File: config.mk
export PLATFORM = sky130hd
export DESIGN_NAME = sram_rq_arbiter
export DESIGN_NICKNAME = d
export VERILOG_FILES = /design/src/rtl/sram_rq_arbiter.sv
export SDC_FILE = /design/constraint.sdc
export NUM_CORES = 1
export LEC_CHECK = 0
export CORE_ASPECT_RATIO = 0.9
export CORE_MARGIN = 1
export CORE_UTILIZATION = 30
export DETAILED_ROUTE_END_ITERATION = 10
export GPL_TIMING_DRIVEN = 0
export PLACE_DENSITY = 0.78
export SLEW_MARGIN = 20
export SYNTH_ARGS = -nofsm -noshare
export SYNTH_HDL_FRONTEND = slang
export SYNTH_SLANG_ARGS = --single-unit
File: constraint.sdc
create_clock -name clk -period 3.8 [get_ports clk]
set_clock_uncertainty 0.05 [all_clocks]
set_input_delay 0.95 -clock clk [delete_from_list [all_inputs] [get_ports clk]]
set_output_delay 0.95 -clock clk [all_outputs]
set_load 0.1 [all_outputs]
File: src/rtl/sram_rq_arbiter.sv
// N-channel arbiter in front of one SRAM request/response port. Grants are held
// across back-pressure, and an in-order tag FIFO routes each read return home.
module sram_rq_arbiter #(
    parameter int numChannels    = 4,
    parameter int numRows        = 128,
    parameter int numCols        = 32,
    parameter int maxOutstanding = 4,
    localparam int addrBits      = $clog2(numRows),
    localparam int tagBits       = (numChannels > 1) ? $clog2(numChannels) : 1,
    localparam int cntBits       = $clog2(maxOutstanding + 1)
) (
    input  logic                            clk,
    input  logic                            nrst,
    input  logic                            mode_fixed_prio_i,
    input  logic [numChannels-1:0]          ch_rq_valid_i,
    input  logic [numChannels-1:0]          ch_rq_wr_i,
    input  logic [numChannels*addrBits-1:0] ch_addr_i,
    input  logic [numChannels*numCols-1:0]  ch_wr_data_i,
    output logic [numChannels-1:0]          ch_rq_ready_o,
    output logic [numChannels-1:0]          ch_rd_valid_o,
    output logic [numCols-1:0]              ch_rd_data_o,
    output logic                            sram_rq_valid_o,
    output logic                            sram_rq_wr_o,
    output logic [addrBits-1:0]             sram_addr_o,
    output logic [numCols-1:0]              sram_wr_data_o,
    input  logic                            sram_rq_ready_i,
    input  logic                            sram_rd_valid_i,
    input  logic [numCols-1:0]              sram_rd_data_i,
    output logic [cntBits-1:0]              outstanding_o,
    output logic                            err_unexpected_rd_o
);
    localparam int ptrBits = (maxOutstanding > 1) ? $clog2(maxOutstanding) : 1;

    // Handshake: a transfer happens on a cycle where valid and ready are both
    // high; once valid is raised the requester holds valid and payload until then.

    logic [tagBits-1:0]     rr_ptr_q, rr_ptr_d;
    logic [tagBits-1:0]     locked_ch_q, locked_ch_d;
    logic                   lock_q, lock_d;
    logic [tagBits-1:0]     tag_mem_q [maxOutstanding];
    logic [ptrBits-1:0]     wr_ptr_q, wr_ptr_d, rd_ptr_q, rd_ptr_d;
    logic [cntBits-1:0]     count_q, count_d;
    logic [numChannels-1:0] rd_valid_q, rd_valid_d;
    logic [numCols-1:0]     rd_data_q, rd_data_d;
    logic                   err_q, err_d;

    logic                   grant_vld;
    logic [tagBits-1:0]     grant_ch;
    logic                   fifo_full, fifo_empty, fire, push, pop;

    always_comb begin
        int idx;
        idx       = 0;
        grant_vld = 1'b0;
        grant_ch  = '0;
        if (lock_q) begin
            grant_vld = 1'b1;
            grant_ch  = locked_ch_q;
        end else if (mode_fixed_prio_i) begin
            for (int i = numChannels - 1; i >= 0; i--) begin
                if (ch_rq_valid_i[i]) begin
                    grant_vld = 1'b1;
                    grant_ch  = tagBits'(i);
                end
            end
        end else begin
            // Descending scan so the closest channel at or after rr_ptr wins last.
            for (int i = numChannels - 1; i >= 0; i--) begin
                idx = (int'(rr_ptr_q) + i) % numChannels;
                if (ch_rq_valid_i[idx]) begin
                    grant_vld = 1'b1;
                    grant_ch  = tagBits'(idx);
                end
            end
        end
    end

    assign fifo_full  = (count_q == cntBits'(maxOutstanding));
    assign fifo_empty = (count_q == '0);

    assign sram_rq_wr_o    = ch_rq_wr_i[grant_ch];
    assign sram_addr_o     = ch_addr_i[grant_ch*addrBits +: addrBits];
    assign sram_wr_data_o  = ch_wr_data_i[grant_ch*numCols +: numCols];
    assign sram_rq_valid_o = grant_vld & (sram_rq_wr_o | ~fifo_full);

    assign fire = sram_rq_valid_o & sram_rq_ready_i;
    assign push = fire & ~sram_rq_wr_o;
    assign pop  = sram_rd_valid_i & ~fifo_empty;

    always_comb begin
        ch_rq_ready_o = '0;
        if (fire) ch_rq_ready_o[grant_ch] = 1'b1;
    end

    always_comb begin
        rr_ptr_d    = rr_ptr_q;
        lock_d      = lock_q;
        locked_ch_d = locked_ch_q;
        if (fire) begin
            rr_ptr_d = (grant_ch == tagBits'(numChannels - 1)) ? '0 : grant_ch + 1'b1;
            lock_d   = 1'b0;
        end else if (grant_vld) begin
            lock_d      = 1'b1;
            locked_ch_d = grant_ch;
        end
    end

    always_comb begin
        wr_ptr_d = wr_ptr_q;
        rd_ptr_d = rd_ptr_q;
        count_d  = count_q;
        if (push) wr_ptr_d = (wr_ptr_q == ptrBits'(maxOutstanding - 1)) ? '0 : wr_ptr_q + 1'b1;
        if (pop)  rd_ptr_d = (rd_ptr_q == ptrBits'(maxOutstanding - 1)) ? '0 : rd_ptr_q + 1'b1;
        if (push && !pop)      count_d = count_q + 1'b1;
        else if (pop && !push) count_d = count_q - 1'b1;
    end

    always_comb begin
        rd_valid_d = '0;
        rd_data_d  = rd_data_q;
        err_d      = err_q | (sram_rd_valid_i & fifo_empty);
        if (pop) begin
            rd_valid_d[tag_mem_q[rd_ptr_q]] = 1'b1;
            rd_data_d                       = sram_rd_data_i;
        end
    end

    always_ff @(posedge clk or negedge nrst) begin
        if (!nrst) begin
            rr_ptr_q    <= '0;
            lock_q      <= 1'b0;
            locked_ch_q <= '0;
            wr_ptr_q    <= '0;
            rd_ptr_q    <= '0;
            count_q     <= '0;
            rd_valid_q  <= '0;
            rd_data_q   <= '0;
            err_q       <= 1'b0;
            for (int i = 0; i < maxOutstanding; i++) tag_mem_q[i] <= '0;
        end else begin
            rr_ptr_q    <= rr_ptr_d;
            lock_q      <= lock_d;
            locked_ch_q <= locked_ch_d;
            wr_ptr_q    <= wr_ptr_d;
            rd_ptr_q    <= rd_ptr_d;
            count_q     <= count_d;
            rd_valid_q  <= rd_valid_d;
            rd_data_q   <= rd_data_d;
            err_q       <= err_d;
            if (push) tag_mem_q[wr_ptr_q] <= grant_ch;
        end
    end

    assign ch_rd_valid_o       = rd_valid_q;
    assign ch_rd_data_o        = rd_data_q;
    assign outstanding_o       = count_q;
    assign err_unexpected_rd_o = err_q;

endmodule

# Word level (Yosys, flattened, before mapping)
# Cells that the tools add are included.
# classes
n_addsub	8
reduce_logical	14
shifts	2
n_eq_ne	4
magnitude_cmp	11
muxes	52
n_mul	1
n_bitwise	16
# ops
cell	count
$shiftx A128 B8 Y32	1
$mux W2	16
$shiftx A28 B6 Y7	1
$mux W1	22
$lt A3 B4 Y1 const B	3
$bmux W1 S2	5
$lt A2 B3 Y1 const B	3
$add A2 B1 Y2 const B	4
$bwmux W8	1
$mux W4	2
$eq A2 B2 Y1 const B	3
$ge A3 B3 Y1 const B	2
$mux W3	2
$not A2 Y3	2
$reduce_or A2 Y1	3
$and A1 B1 Y1	5
$logic_and A1 B1 Y1	5
$mul A2 B3 Y5 const B	1
$add A2 B2 Y2 const B	2
$bmux W2 S2	1
$demux W1 S2	2
$demux W2 S2	1
$ge A2 B1 Y1 const B	2
$not A1 Y1	4
other kinds (10)	15
# totals
out_inout_bits	85
in_bits	201
reg_bits	57

# Depth between registers and ports, before layout
# Gate-level depths: netlist of run 1.
# depth
word_depth	22
mapped_depth	13

# Least setup slack after synthesis of run 1
# No wires, ideal clock.
# synth_timing
path_kind	input to output
startpoint	in ch_rq_valid_i[1]
endpoint	out ch_rq_ready_o[3]
required_time_ps	2800
arrival_time_ps	4490
cell_stages	7
n_path_buf	1
slack_ps	-1690
path_cell_list	or4b_1 > o21ai_2 > o22ai_2 > o21ai_2 > buf_2 > ha_1 > nor3b_1
# synth_via
elab_chain_len	15
word_cells_on_any_way	38
# synth_rtl
item	line	source
start, declared	15	input logic [numChannels-1:0] ch_rq_valid_i,
$bmux W1 S2	70	if (ch_rq_valid_i[idx]) begin
$mux W1 (not written as such) (2 in a row)	70	
$mux W2 (4 in a row)	70	
$mux W2 (*)	59	end else if (mode_fixed_prio_i) begin
$mux W2 (*)	56	if (lock_q) begin
named net grant_ch[1]	48	logic [tagBits-1:0] grant_ch;
$bmux W1 S2	81	assign sram_rq_wr_o = ch_rq_wr_i[grant_ch];
$mux W1 (not written as such)	81	
$or A1 B1 Y1	84	assign sram_rq_valid_o = grant_vld & (sram_rq_wr_o | ~fifo_full);
$and A1 B1 Y1	84	
$and A1 B1 Y1	86	assign fire = sram_rq_valid_o & sram_rq_ready_i;
$mux W4 (*)	92	if (fire) ch_rq_ready_o[grant_ch] = 1'b1;
end, declared	19	output logic [numChannels-1:0] ch_rq_ready_o,
# The timed path passes the listed nets; every way through them passes the cells marked *. The select of a mux whose other input is x is not followed.

# Worst setup path after layout of run 1
# layout_timing
startpoint	in mode_fixed_prio_i
endpoint	out sram_wr_data_o[12]
# layout_via
elab_chain_len	3
# layout_rtl
item	line	source
start, declared	14	input logic mode_fixed_prio_i,
$mux W2	59	
$mux W2	56	
$shiftx A128 B8 Y32	83	assign sram_wr_data_o = ch_wr_data_i[grant_ch*numCols +: numCols];
end, declared	25	output logic [numCols-1:0] sram_wr_data_o,
# Every way passes these cells.

==> impl_metrics.csv, run 1 <==
group,metric,value,unit
die,die_x,125.5,um
run_status,violations,"design-rule violations, negative setup slack",
place,port_buffers,285,
route,drt-total-wl,17400,um
pwr,vdd_drop_max,0.0007401,V
cts,cts_max_level,3,
final_layout,seqCellArea,1426,um2
die,start_util,30.81,%
cts,cts_tree,"done",
run_status,status,"finished with violations",
final_layout,nFillCells,803,
cts,cts_buffer_depth,2,
timing,final_max_slew_viol_count,0,
route,dr_total_vias,4265,
final_layout,area_growth,134.9,%
synth,synth_area_leaders,"dfrtp_1, mux2i_1, mux2_2, ha_1, mux2_1",
cts,cts_hold_buf,0,
route,viasPerCell,5.018,
die,die_h,113.1,um
final_layout,num-nets-final,888,
cts,cts_root_buf,"clkbuf_16",
pwr,seqPwrFrac,10.9,%
synth,ys_async_sr_fraction,100.0,%
global_route,overflow,0,
die,die-area,14200,um2
cts,path_clk_slew,50,ps
synth,synth_seq_area_share,34.64,%
global_route,track_usage,23.66,%
cts,numClockSinks,57,
setup_path,worst-path-max-fanout,5,
synth,syn_area,4118,um2
die,rows,40,
cts,cts_made_buffers,9,
pwr,switchingPower,4900,uW
flow_run,cap_violations,0,
route,first_pass_iters,11,
synth,yosysWarnings,0,
synth,syn_avg_cell_area,11.73,um2
route,drt_iter0_markers,170,
route,final_antenna_net_count,0,
timing,fin_crit,4029,ps
setup_path,crit_slowest_cell,"or4b_4",
synth,syn_nets,563,
pwr,powerDensity,960.0,nW/um2
setup_path,r2r_slack,380,ps
global_route,grt_pass1_wl,25630,um
die,core-area,13360,um2
timing,final_hold_viol_count,0,
die,io_pins,286,
setup_path,crit_path_end_kind,"primary output",
global_route,grt_pass1_vias,4706,
min_path,hold_class,"reg2reg",
pwr,swShare,52.77,%
global_route,grt_start_max_net_pins,58,
timing,tightest_slew,992.4,ps
pwr,pwr-share-comb,80.5,%
cts,clkLatencyLatePin,320,ps
place,dp.cells,804,
pwr,clockPowerShare,8.6,%
timing,worst_slack,-228.5,ps
synth,synth-seq-cells,57,
final_layout,post_route_cells_drive_above_1_share,40.82,%
timing,period_share,106.0,%
place,hpwl,12570,um
synth,ys_types,51,
pwr,intPower,4384,uW
synth,ys.flop_type,"dfrtp_1",
synth,yosysTopAreaCell,"dfrtp_1",
timing,slew_headroom,33.63,%
synth,synth_cells,351,
timing,rsz0062_at_grt,"true",
route,drt-wirelength-per-cell,20.47,um
place,gp_congestion,0.8483,
setup_path,required,2800,ps
route,route.detailed.drc,32,
setup_path,crit_arrival,3030,ps
synth,synth_top_area_share,34.64,%
pwr,power_leakage,0.003643,uW
global_route,antenna_found_initial,3,
timing,setup_violations,44,
timing,fin_setup_tns,-8337,ps
setup_path,slowest_delay,540,ps
setup_path,path_cells,"buf_8 > or4b_4 > o21ai_4 > o22ai_4 > o21ai_4 > buf_12 > buf_8 > buf_16 > mux2i_4 > mux2i_4 > buf_12",
timing,fmax,248.2,MHz
setup_path,start_kind,"input port",
final_layout,finalNonFillerCells,850,
final_layout,multi_input_area,3805,um2
synth,synth_edf_count,0,
setup_path,path_class,"in2out",
## synthesized netlist by cell type (2+ instances only)
cell        n
mux2i_1   119
nand2_1    10
mux2_2     39
a22oi_1     2
nor3_1      7
nor2b_1     4
nand2b_1    3
dfrtp_1    57
a21oi_1     2
a21o_1      3
clkbuf_1    5
a21oi_2     5
o211ai_1    4
o21ai_2     3
nor2_1     12
nor4_1      2
nor3b_1     6
and2_1      2
mux2_1      6
buf_6       5
buf_2       8
xor2_1      2
ha_1       10
mux4_2      2
inv_1       7
## power by group through the flow
stage | Sequential (uW) | Clock [uW] | Combinational, uW
finish | 1020 | 799 | 7470
global route | 1050 | 842 | 7670
CTS | 1010 | 814 | 7280
detailed placement | 1020 | 0 | 5910
global placement | 1000 | 0 | 5850
floorplan | 2060 | 0 | 3540
## final cells by class
| cell class | count | share of cell area [%] |
|---|---|---|
| Antenna cell | 1 | 0.02588 |
| Buffer | 19 | 2.678 |
| Clock buffer | 10 | 2.471 |
| Clock inverter | 6 | 0.6857 |
| Inverter | 8 | 0.3105 |
| Multi-Input combinational cell | 267 | 39.35 |
| Sequential cell | 57 | 14.75 |
| Tap cell | 168 | 2.174 |
| Timing Repair Buffer | 314 | 37.56 |
## layer usage
layer | part of all wire (%) | up-vias | global-route usage, % | wire length [um]
met3 | 9.0 | 37 | 7.518 | 1574
met5 | 0.075 | - | 0 | 13
met4 | 4.0 | 2 | 10.98 | 700
met2 | 52 | 231 | 42.96 | 9062
li1 | - | 1973 | - | -
met1 | 35 | 2022 | 25.01 | 6052
## what timing repair did
| action | CTS | global route |
|---|---|---|
| setup buffers | 24 | 3 |
| pin swaps | 9 | 7 |
| gates cloned | 3 | 1 |
| gates resized for setup | 547 | 41 |
| endpoints found under the setup margin | 47 | 47 |
## worst paths after layout
path	start	endpoint	cells past startpoint
setup / recovery	mode_fixed_prio_i	sram_wr_data_o[12]	11
hold / removal	err_unexpected_rd_o$_DFF_PN0_	err_unexpected_rd_o$_DFF_PN0_	1
setup reg to reg	rr_ptr_q[1]$_DFFE_PN0P_	outstanding_o[2]$_DFFE_PN0P_	15
hold reg to reg	err_unexpected_rd_o$_DFF_PN0_	err_unexpected_rd_o$_DFF_PN0_	1
max in group asynchronous	nrst	ch_rd_data_o[22]$_DFFE_PN0P_	1
min in group asynchronous	nrst	ch_rd_data_o[3]$_DFFE_PN0P_	1
## worst max-delay path, delay by kind of cell
family / cells / cell delay, ps
muxes: 2 / 390
AOI/OAI and AO/OA: 3 / 430
and+or+nand+nor: 1 / 540
buffers and inverters: 5 / 680
## kinds of logic after synthesis
family,after synthesis,synth area share (%)
compound gates,30,6.989
xor+xnor,3,0.6382
fa+ha+maj,11,3.525
buf+inv,27,3.707
flops,57,34.64
mux,166,42.33
simple gates,57,8.174
## registers in the layout, indices dropped and copies added (netlist names)
signal               count
lock_q                   1
locked_ch_q              2
wr_ptr_q                 2
rr_ptr_q                 2
err_unexpected_rd_o      1
ch_rd_data_o            32
tag_mem_q                8
outstanding_o            3
ch_rd_valid_o            4
rd_ptr_q                 2
## stage by stage
step	setup slack (ps)	power [uW]	hold slack, ps	utilization (%)	instance area, um2
global placement	-1782	6848	388.1	57.96	7745
detailed placement	-1818	6928	410.0	57.94	7742
CTS	-284.3	9107	432.8	71.18	9512
floorplan	-265.4	5602	402.4	-	4682
finish	-228.5	9284	426.9	72.37	9671
global route	-265.0	9562	462.3	72.35	9668
## cell usage in the layout (no fill, tap or decap), types with 2 or more instances in the layout
cell and count:
clkdlybuf4s50_1 234, mux2i_4 90, dfrtp_1 57, buf_12 53, mux2_2 39, buf_4 20
mux2i_1 17, mux2i_2 12, nand2_1 10, nor2_1 10, ha_1 10, clkbuf_16 10
buf_6 7, inv_1 7, nor3_1 7, buf_8 6, mux2_1 6, clkbuf_1 5
nor2b_1 4, o211ai_1 4, buf_16 4, nor3b_4 4, a21oi_2 4, nand2b_1 3
a21o_1 3, clkinvlp_4 3, a21oi_1 2, o21ai_4 2, a22oi_1 2, nor2_4 2
mux4_2 2, nor3b_1 2, and2_1 2, nor4_1 2, xor2_1 2, clkbuf_2 2
(Power assumes the default switching activity.)
==> inputs of run 2 (changes only) <==
Settings changed: CAP_MARGIN from default to 20.
==> results of run 2 <==
The final DEF is identical to that of run 1; final timing and power are the same.
==> inputs of run 3 (changes only) <==
Settings changed: ABC_AREA from default to 1, PLACE_DENSITY 0.78 to 0.79, RECOVER_POWER from default to 50.
==> impl_metrics.csv, run 3 <==
group,metric,value,unit
run_status,status,"finished, final reports clean",
final_layout,nFillCells,903,
die,start_util,30.90,%
timing,fin_crit,3796,ps
min_path,hold_class,"reg2reg",
flow_run,cap_violations,0,
final_layout,largest_reg_flops,32,
die,die_h,110.9,um
global_route,grt_start_max_net_pins,58,
timing,hold_slack,425.5,ps
timing,period_share,99.91,%
timing,final_max_slew_viol_count,0,
die,rows,39,
place,port_buffers,285,
cts,clkLatencyLatePin,320,ps
timing,rsz0062_at_grt,"true",
global_route,grt_pass1_vias,5287,
timing,setup_violations,0,
cts,numClockSinks,57,
setup_path,reg2reg_depth,21,
route,route.detailed.drc,0,
route,viasPerCell,4.883,
die,die_x,123.0,um
global_route,grt_pass1_wl,27980,um
synth,synth-seq-cells,57,
final_layout,num-nets-final,1104,
route,first_pass_iters,6,
die,io_pins,286,
setup_path,crit_arrival,2800,ps
final_layout,seqCellArea,1426,um2
setup_path,r2r_slack,410,ps
synth,yosysTopAreaCell,"dfrtp_1",
route,drt_iter0_markers,230,
timing,slew_headroom,8.736,%
synth,synth_top_area_share,36.11,%
setup_path,worst-path-max-fanout,7,
setup_path,required,2800,ps
synth,syn_avg_cell_area,6.764,um2
synth,synthTopCellsByCount,"nand2_1, nor2_1, dfrtp_1",
final_layout,multi_input_area,3292,um2
cts,cts_root_buf,"clkbuf_16",
timing,final_hold_viol_count,0,
setup_path,cp-startpoint,"mode_fixed_prio_i",
cts,path_clk_slew,50,ps
final_layout,final_cell_area,9200,um2
synth,synth_area_leaders,"dfrtp_1, nand2_1, nor2_1, o32ai_1, o21ai_0",
cts,cts_made_buffers,9,
synth,ys_types,30,
synth,yosysWarnings,0,
synth,syn_area,3950,um2
setup_path,crit_path_end_kind,"primary output",
global_route,antenna_found_initial,1,
setup_path,start_kind,"input port",
setup_path,r2r_end,"outstanding_o[2]$_DFFE_PN0P_",
synth,syn_nets,796,
setup_path,r2r_start,"rr_ptr_q[1]$_DFFE_PN0P_",
synth,synth_cells,584,
die,core-area,12780,um2
setup_path,path_class,"in2out",
final_layout,finalNonFillerCells,1062,
synth,ys_async_sr_fraction,100.0,%
timing,fmax,263.4,MHz
final_layout,final_common_cell,"clkdlybuf4s50_1",
synth,synth_seq_area_share,36.11,%
setup_path,critPathCapture,"ch_rq_ready_o[3]",
synth,synth_edf_count,0,
place,dp.cells,1033,
place,gp_congestion,0.8830,
route,drt-wirelength-per-cell,17.51,um
route,dr_total_vias,5186,
cts,cts_buffer_depth,2,
cts,cts_hold_buf,0,
die,die-area,13630,um2
synth,synth.most_common_cell,"nand2_1",
final_layout,area_growth,132.9,%
cts,cts_tree,"done",
synth,ys.flop_type,"dfrtp_1",
global_route,overflow,0,
cts,cts_max_level,3,
global_route,track_usage,26.65,%
timing,tightest_slew,1369,ps
route,final_antenna_net_count,0,
final_layout,post_route_cells_drive_above_1_share,25.86,%
final_layout,layout_common_cells,"clkdlybuf4s50_1, nand2_1, nor2_1, dfrtp_1, buf_12",
place,hpwl,13540,um
place,place_area,7805,um2
route,drt-total-wl,18600,um
run 3: layout make-up:
cell class	instances	share of cell area [%]
repair buffers	297	36.65
clock inverters	5	0.8568
clock buffers	11	2.638
diodes	1	0.02720
well taps	164	2.230
inverters	43	1.890
flip-flops and latches	57	15.50
plain buffers	37	4.420
multi-input cells	447	35.78
run 3: logic make-up (layout without fill, tap and decap cells):
group	after synthesis	after routing	share of synthesized area, %
XOR/XNOR	2	2	0.4435
flip-flops	57	57	36.11
buffers and inverters	80	393	8.869
adder cells (fa/ha/maj)	11	11	3.674
other	0	1	0
AO/OA/AOI/OAI	106	106	18.02
multiplexers	1	1	0.2851
AND/OR/NAND/NOR	327	327	32.59
run 3: critical path, cell delays in order:
cell             delay (ps)
clkdlybuf4s50_1         500
nand2_1                  90
o21ai_2                 140
inv_2                    70
a21oi_4                 260
buf_12                  180
buf_12                  140
ha_4                    130
inv_2                    40
nor2_4                  120
buf_12                  180
run 3: what timing repair did:
| item | 4_1_cts | 5_1_grt |
|---|---|---|
| resized for setup | 518 | 99 |
| buffers inserted | 10 | 2 |
| pin swaps | 16 | 39 |
| hold endpoints to repair | 0 | 0 |
| setup endpoints to repair | 45 | 45 |
run 3: worst min path at each step:
stage / start / endpoint / slack (ps) / cells after the start
after floorplan: locked_ch_q[0]$_DFFE_PN0P_ / locked_ch_q[0]$_DFFE_PN0P_ / 390 / 2
after global placement: err_unexpected_rd_o$_DFF_PN0_ / err_unexpected_rd_o$_DFF_PN0_ / 410 / 1
after detailed placement: err_unexpected_rd_o$_DFF_PN0_ / err_unexpected_rd_o$_DFF_PN0_ / 410 / 1
after CTS: ch_rd_data_o[21]$_DFFE_PN0P_ / ch_rd_data_o[21]$_DFFE_PN0P_ / 430 / 2
after global routing: ch_rd_data_o[29]$_DFFE_PN0P_ / ch_rd_data_o[29]$_DFFE_PN0P_ / 450 / 2
final: ch_rd_data_o[21]$_DFFE_PN0P_ / ch_rd_data_o[21]$_DFFE_PN0P_ / 430 / 2
run 3: through the flow:
step	utilization, %	setup slack (ps)	setup TNS, ps
floorplan	-	-106.5	-811.6
global placement	61.07	-1761	-72650
detailed placement	61.05	-1749	-71360
CTS	68.86	18.06	0
global route	71.96	-63.17	-1027
finish	71.96	3.536	0
run 3: layer usage:
metal / global-route usage, % / share of wire [%] / up-vias
met1: 30.47 / 39 / 2433
met4: 8.374 / 2.5 / 0
met2: 47.49 / 51 / 201
li1: - / - / 2521
met3: 7.047 / 8.1 / 31
met5: 0 / 0 / -
Power of run 3 is not shown: default switching activity piles up to over one toggle a cycle in this logic, so the estimate is an artifact.
